==> config.mk <==
export PLATFORM = sky130hd
export DESIGN_NAME = gs_ifetch
export DESIGN_NICKNAME = d
export VERILOG_FILES = /design/src/rtl/gs_ifetch.sv
export SDC_FILE = /design/constraint.sdc
export NUM_CORES = 1
export LEC_CHECK = 0
export ABC_AREA = 1
export CORE_UTILIZATION = 53
export CTS_CLUSTER_DIAMETER = 40
export DETAILED_ROUTE_END_ITERATION = 10
export GPL_ROUTABILITY_DRIVEN = 0
export GPL_TIMING_DRIVEN = 0
export HOLD_SLACK_MARGIN = 0.06
export PLACE_DENSITY = 0.84
export REMOVE_ABC_BUFFERS = 1
export SYNTH_ARGS = -nofsm -noshare
export SYNTH_HDL_FRONTEND = slang
export SYNTH_SLANG_ARGS = --single-unit
==> constraint.sdc <==
create_clock -name clk -period 6.4 [get_ports clk]
set_input_delay 0.64 -clock clk [delete_from_list [all_inputs] [get_ports clk]]
set_output_delay 0.64 -clock clk [all_outputs]
set_load 0.02 [all_outputs]
==> src/rtl/gs_ifetch.sv <==
// Instruction fetch front end: issues in-order imem reads from the fetch PC, buffers returned
// words with their PC in a small FIFO, and flushes stale in-flight words on a redirect.
module gs_ifetch #(
    parameter logic [31:0] RESET_PC     = 32'h0000_0000,
    parameter int unsigned FIFO_DEPTH   = 2,
    parameter int unsigned MAX_INFLIGHT = 4
) (
    input  logic        clk,
    input  logic        rst,
    output logic        imem_req_valid,
    input  logic        imem_req_ready,
    output logic [31:0] imem_req_addr,
    input  logic        imem_rsp_valid,
    input  logic [31:0] imem_rsp_data,
    input  logic        redirect_valid,
    input  logic [31:0] redirect_pc,
    output logic        instr_valid,
    input  logic        instr_ready,
    output logic [31:0] instr,
    output logic [31:0] instr_pc
);

    localparam int unsigned CntW  = $clog2(MAX_INFLIGHT + 1);
    localparam int unsigned FCntW = $clog2(FIFO_DEPTH + 1);
    localparam int unsigned FPtrW = $clog2(FIFO_DEPTH);
    localparam int unsigned TPtrW = (MAX_INFLIGHT > 1) ? $clog2(MAX_INFLIGHT) : 1;

    typedef enum logic [1:0] {StBoot, StRun, StDrain} state_e;

    state_e            state_q;
    logic [31:0]       fetch_pc_q;
    logic [CntW-1:0]   inflight_q, inflight_d;
    logic [CntW-1:0]   drop_cnt_q, drop_cnt_d;
    logic [31:0]       fifo_data_q [FIFO_DEPTH];
    logic [31:0]       fifo_pc_q   [FIFO_DEPTH];
    logic [FPtrW-1:0]  rd_ptr_q, wr_ptr_q;
    logic [FCntW-1:0]  fifo_cnt_q;
    logic [31:0]       tag_q [MAX_INFLIGHT];
    logic [TPtrW-1:0]  tag_wr_q, tag_rd_q;

    logic [31:0] live;
    logic        credit, accept, rsp_fire, rsp_drop, push, pop;
    logic        unused_redirect_lsbs;

    assign unused_redirect_lsbs = ^redirect_pc[1:0];

    function automatic logic [TPtrW-1:0] tag_inc(input logic [TPtrW-1:0] p);
        return (p == TPtrW'(MAX_INFLIGHT - 1)) ? '0 : p + TPtrW'(1);
    endfunction

    always_comb begin
        // Stray responses with nothing outstanding are ignored rather than underflowing.
        rsp_fire = imem_rsp_valid && (inflight_q != '0);
        rsp_drop = rsp_fire && (drop_cnt_q != '0);
        live     = 32'(inflight_q) - 32'(drop_cnt_q) + 32'(fifo_cnt_q);
        credit   = (live < FIFO_DEPTH) && (32'(inflight_q) < MAX_INFLIGHT);

        imem_req_valid = (state_q != StBoot) && credit && !redirect_valid;
        imem_req_addr  = fetch_pc_q;
        accept         = imem_req_valid && imem_req_ready;

        instr_valid = (fifo_cnt_q != '0);
        instr       = fifo_data_q[rd_ptr_q];
        instr_pc    = fifo_pc_q[rd_ptr_q];

        push = rsp_fire && !rsp_drop && !redirect_valid;
        pop  = instr_valid && instr_ready && !redirect_valid;

        inflight_d = inflight_q + CntW'(accept) - CntW'(rsp_fire);
        drop_cnt_d = drop_cnt_q;
        if (redirect_valid) begin
            drop_cnt_d = inflight_q - CntW'(rsp_fire);
        end else if (rsp_drop) begin
            drop_cnt_d = drop_cnt_q - CntW'(1);
        end
    end

    always_ff @(posedge clk) begin
        if (rst) begin
            state_q    <= StBoot;
            fetch_pc_q <= RESET_PC;
            inflight_q <= '0;
            drop_cnt_q <= '0;
            rd_ptr_q   <= '0;
            wr_ptr_q   <= '0;
            fifo_cnt_q <= '0;
            tag_wr_q   <= '0;
            tag_rd_q   <= '0;
            for (int unsigned i = 0; i < FIFO_DEPTH; i++) begin
                fifo_data_q[i] <= '0;
                fifo_pc_q[i]   <= '0;
            end
        end else begin
            inflight_q <= inflight_d;
            drop_cnt_q <= drop_cnt_d;

            if (redirect_valid) begin
                state_q <= (drop_cnt_d != '0) ? StDrain : StRun;
            end else begin
                unique case (state_q)
                    StBoot:  state_q <= StRun;
                    StRun:   state_q <= StRun;
                    StDrain: if (drop_cnt_d == '0) state_q <= StRun;
                    default: state_q <= StBoot;
                endcase
            end

            if (redirect_valid) begin
                fetch_pc_q <= {redirect_pc[31:2], 2'b00};
            end else if (accept) begin
                fetch_pc_q <= fetch_pc_q + 32'd4;
            end

            // The tag queue tracks every outstanding request, dropped ones included.
            if (accept)   tag_wr_q <= tag_inc(tag_wr_q);
            if (rsp_fire) tag_rd_q <= tag_inc(tag_rd_q);

            if (redirect_valid) begin
                rd_ptr_q   <= '0;
                wr_ptr_q   <= '0;
                fifo_cnt_q <= '0;
            end else begin
                if (push) begin
                    fifo_data_q[wr_ptr_q] <= imem_rsp_data;
                    fifo_pc_q[wr_ptr_q]   <= tag_q[tag_rd_q];
                    wr_ptr_q              <= wr_ptr_q + FPtrW'(1);
                end
                if (pop) rd_ptr_q <= rd_ptr_q + FPtrW'(1);
                fifo_cnt_q <= fifo_cnt_q + FCntW'(push) - FCntW'(pop);
            end
        end
    end

    always_ff @(posedge clk) begin
        if (accept) tag_q[tag_wr_q] <= fetch_pc_q;
    end

    rsp_needs_inflight: assert property (@(posedge clk) disable iff (rst)
        imem_rsp_valid |-> (inflight_q != '0));

endmodule

==> impl_metrics.ini <==
[floorplan]
dieHeight_um = 160
row_count = 57
core_area_um2 = 24400
start_util_pct = 54.3
die_x_um = 160
ios = 168
dieArea_um2 = 25600

[cts]
h-tree-depth = 2
cts_sinks = 293
cts.root.buffer_cell = clkbuf_16
path_clk_slew_ns = 0.05
clock_path_buffers = 3
clk_latency_ns = 0.52
tritoncts.num_buffers = 37
ctsResizeCount = 0
cts_tree = built
cts_setup_buffers = 0
hold_buffers = 0

[final_layout]
stdcell_area_um2 = 16400
multiInputGateArea_um2 = 4320
final_cells = 1738
finish.utilization_pct = 67.4
drive_above_1_share_pct = 12.2
fill_cells = 1744
diodes = 0
regArea_um2 = 8310
nNetsFinal = 1477
area_growth_pct = 24.1

[sta]
slew_headroom_pct = 23.8
setup_tns_ns = 0
maxSlewViolCount = 0
fin_skew_ns = 0.0225
rsz0062_at_grt = no
tightest_slew_ns = 1.14
finalSetupViolCount = 0
finalHoldViolCount = 0
period_minus_slack_ns = 4.71
fin_crit_sh_pct = 73.5
timing.fmax_mhz = 212

[setup_path]
cpMostUsedCell = inv_1
r2r-start = inflight_q[0]
crit_family = adder cells
critPathLaunchType = flip-flop
arrival_ns = 5.09
reg2reg_slack_ns = 1.69
slowest_stage = nand3_2
r2r_cells = 19
timing.rr.end = inflight_q[2]
worst_ep_required_time_ns = 6.78
critPathMaxStageDelay_ns = 0.79
end_kind = flip-flop
path_buf_inv = 5
worst-path-max-fanout = 38
cp_cell_sequence = inv_1 > ha_1 > inv_1 > fa_1 > inv_1 > fa_1 > nand3_1 > nor2_1 > nand3_1 > nor2_1 > nand3_2 > ha_1 > inv_1 > ha_1 > inv_1 > fa_1 > xor2_1 > o21ai_0 > a21oi_1
path_class = reg -> reg

[power]
power_density_nw_per_um2 = 323
worst_ir_drop_vdd_v = 0.000207
power_frac_seq_pct = 43.2
power_switching_share_pct = 27.9
power_switching_uw = 1480
p_leak_uw = 0.00628
intPower_uw = 3820
pwr-share-clk_pct = 38.0
combPwrFrac_pct = 18.9

[routing]
first_pass_iters = 6
wirelength_mm = 30.6
initialDrtViolationCount = 1073
via_per_inst = 5.53
vias = 9619
ant_nets = 0
wl_per_cell_um = 17.6
drc = 0

[logic_synthesis]
seq_area_frac_synth_pct = 62.7
postSynth.asyncResetShare_pct = 0
synth_edf_count = 244
yosys.cell_count.top_type = nand2_1
synth_area_um2 = 13200
yosys-top-cells-area = edfxtp_1 (55%), nand2_1 (8.1%), dfxtp_1 (7.4%)
synthCells = 1239
ys_warn_count = 0
synth_common_cells = nand2_1 (285), edfxtp_1 (244), nor2_1 (189)
syn_area_per_cell_um2 = 10.7
synth_ff_type = edfxtp_1
synth_top_area_share_pct = 55.3
synth_seq_cells = 293
synth_top_area_cell = edfxtp_1
ys_types = 37

[grt]
grt_max_degree = 64
grt_use_total_pct = 24.2
grt-ovfl-total = 0
antenna_found_initial = 0
grt_pass1_vias = 9549
grt_first_pass_wirelength_mm = 48.7

[hold_path]
whs_path_depth = 2
hold_path.class = reg -> reg
hold_start = rd_ptr_q

[place]
place.detailed.hpwl_mm = 18.8
portBuffers = 161
placed_cells = 1671
placed_cell_area_um2 = 15200

[run_status]
outcome = finished clean

[run]
maxCapViolCount = 0
-- through the flow --
| stage | worst slack (ns) | hold slack (ns) | total power [uW] |
|---|---|---|---|
| finish | 1.69 | 0.477 | 5310 |
| floorplan | 2.08 | 0.447 | 2950 |
| detailed placement | 1.52 | 0.476 | 3320 |
| CTS | 1.74 | 0.474 | 5340 |
| global route | 1.35 | 0.487 | 5540 |
| global placement | -2.15 | 0.458 | 3260 |
-- metal layers --
metal / vias to the layer above / GRT usage, % / share of wire [%]
met3: 60 / 4.78 / 7.6
met5: - / 0 / 0
met2: 453 / 43.0 / 50
met4: 0 / 9.13 / 2.7
met1: 4612 / 29.0 / 39
li1: 4494 / - / -
-- worst register-to-register path, delay by kind of cell, from the launching register on --
kind / cells / cell delay, ns
and+or+nand+nor: 5 / 1.23
AOI/OAI and AO/OA: 2 / 0.22
xor gates and xnor gates: 1 / 0.16
DFF: 1 / 0.31
adders and majority gates: 6 / 2.33
buffers and inverters: 5 / 0.33
-- kinds of logic after synthesis --
| family | synth area share [%] |
|---|---|
| other | 0.0283 |
| flip-flops | 62.7 |
| AND/OR/NAND/NOR | 18.0 |
| multiplexers | 5.27 |
| XOR/XNOR | 0.926 |
| AO/OA/AOI/OAI | 5.67 |
| buffers and inverters | 5.24 |
| adder cells (fa/ha/maj) | 2.15 |
-- power by group through the flow --
stage | Clock (uW) | Sequential [uW] | Combinational (uW)
2_1_floorplan | 0 | 2330 | 612
3_3_place_gp | 0 | 2370 | 893
3_5_place_dp | 0 | 2330 | 992
4_1_cts | 2040 | 2290 | 1000
5_1_grt | 2120 | 2310 | 1110
6_report | 2010 | 2290 | 1000
-- flip-flops by register name (all words and copies together) (netlist names), 2 cells and up, named ones only --
name,flops
tag_q,120
imem_req_addr,30
fifo_cnt_q,2
tag_wr_q,2
drop_cnt_q,3
tag_rd_q,2
fifo_pc_q,60
inflight_q,3
state_q,2
fifo_data_q,64
-- area by class of cell --
cell class,count,share of cell area [%]
Timing Repair Buffer,170,11.0
Clock inverter,21,1.20
Clock buffer,46,6.22
Tap cell,324,2.47
Inverter,97,2.22
Sequential cell,293,50.6
Multi-Input combinational cell,787,26.3
-- cells in the final DEF, fill, tap and decap left out, types with 10 or more instances in the layout --
cell             count
clkdlybuf4s50_1    160
nor2_1             185
xor2_1              10
inv_1               92
ha_1                18
clkbuf_16           39
dfxtp_1             46
a32o_1              30
nand3_2             10
edfxtp_1           244
o21ai_0             20
mux2_2              62
nand3b_1            10
nand3_1             53
nand2_1            283
a21oi_1             56
-- worst max-delay path by stage --
stage | startpoint | to | depth (start not counted) | slack (ns)
2_1_floorplan | inflight_q[0] | tag_q[3][10] | 12 | 2.08
3_3_place_gp | redirect_valid | fifo_data_q[1][22] | 4 | -2.15
3_5_place_dp | rst | fifo_data_q[0][28] | 5 | 1.52
4_1_cts | inflight_q[0] | inflight_q[2] | 19 | 1.74
5_1_grt | inflight_q[0] | inflight_q[2] | 19 | 1.35
6_report | inflight_q[0] | inflight_q[2] | 19 | 1.69
Note: power is estimated with default switching activity, not from simulation.
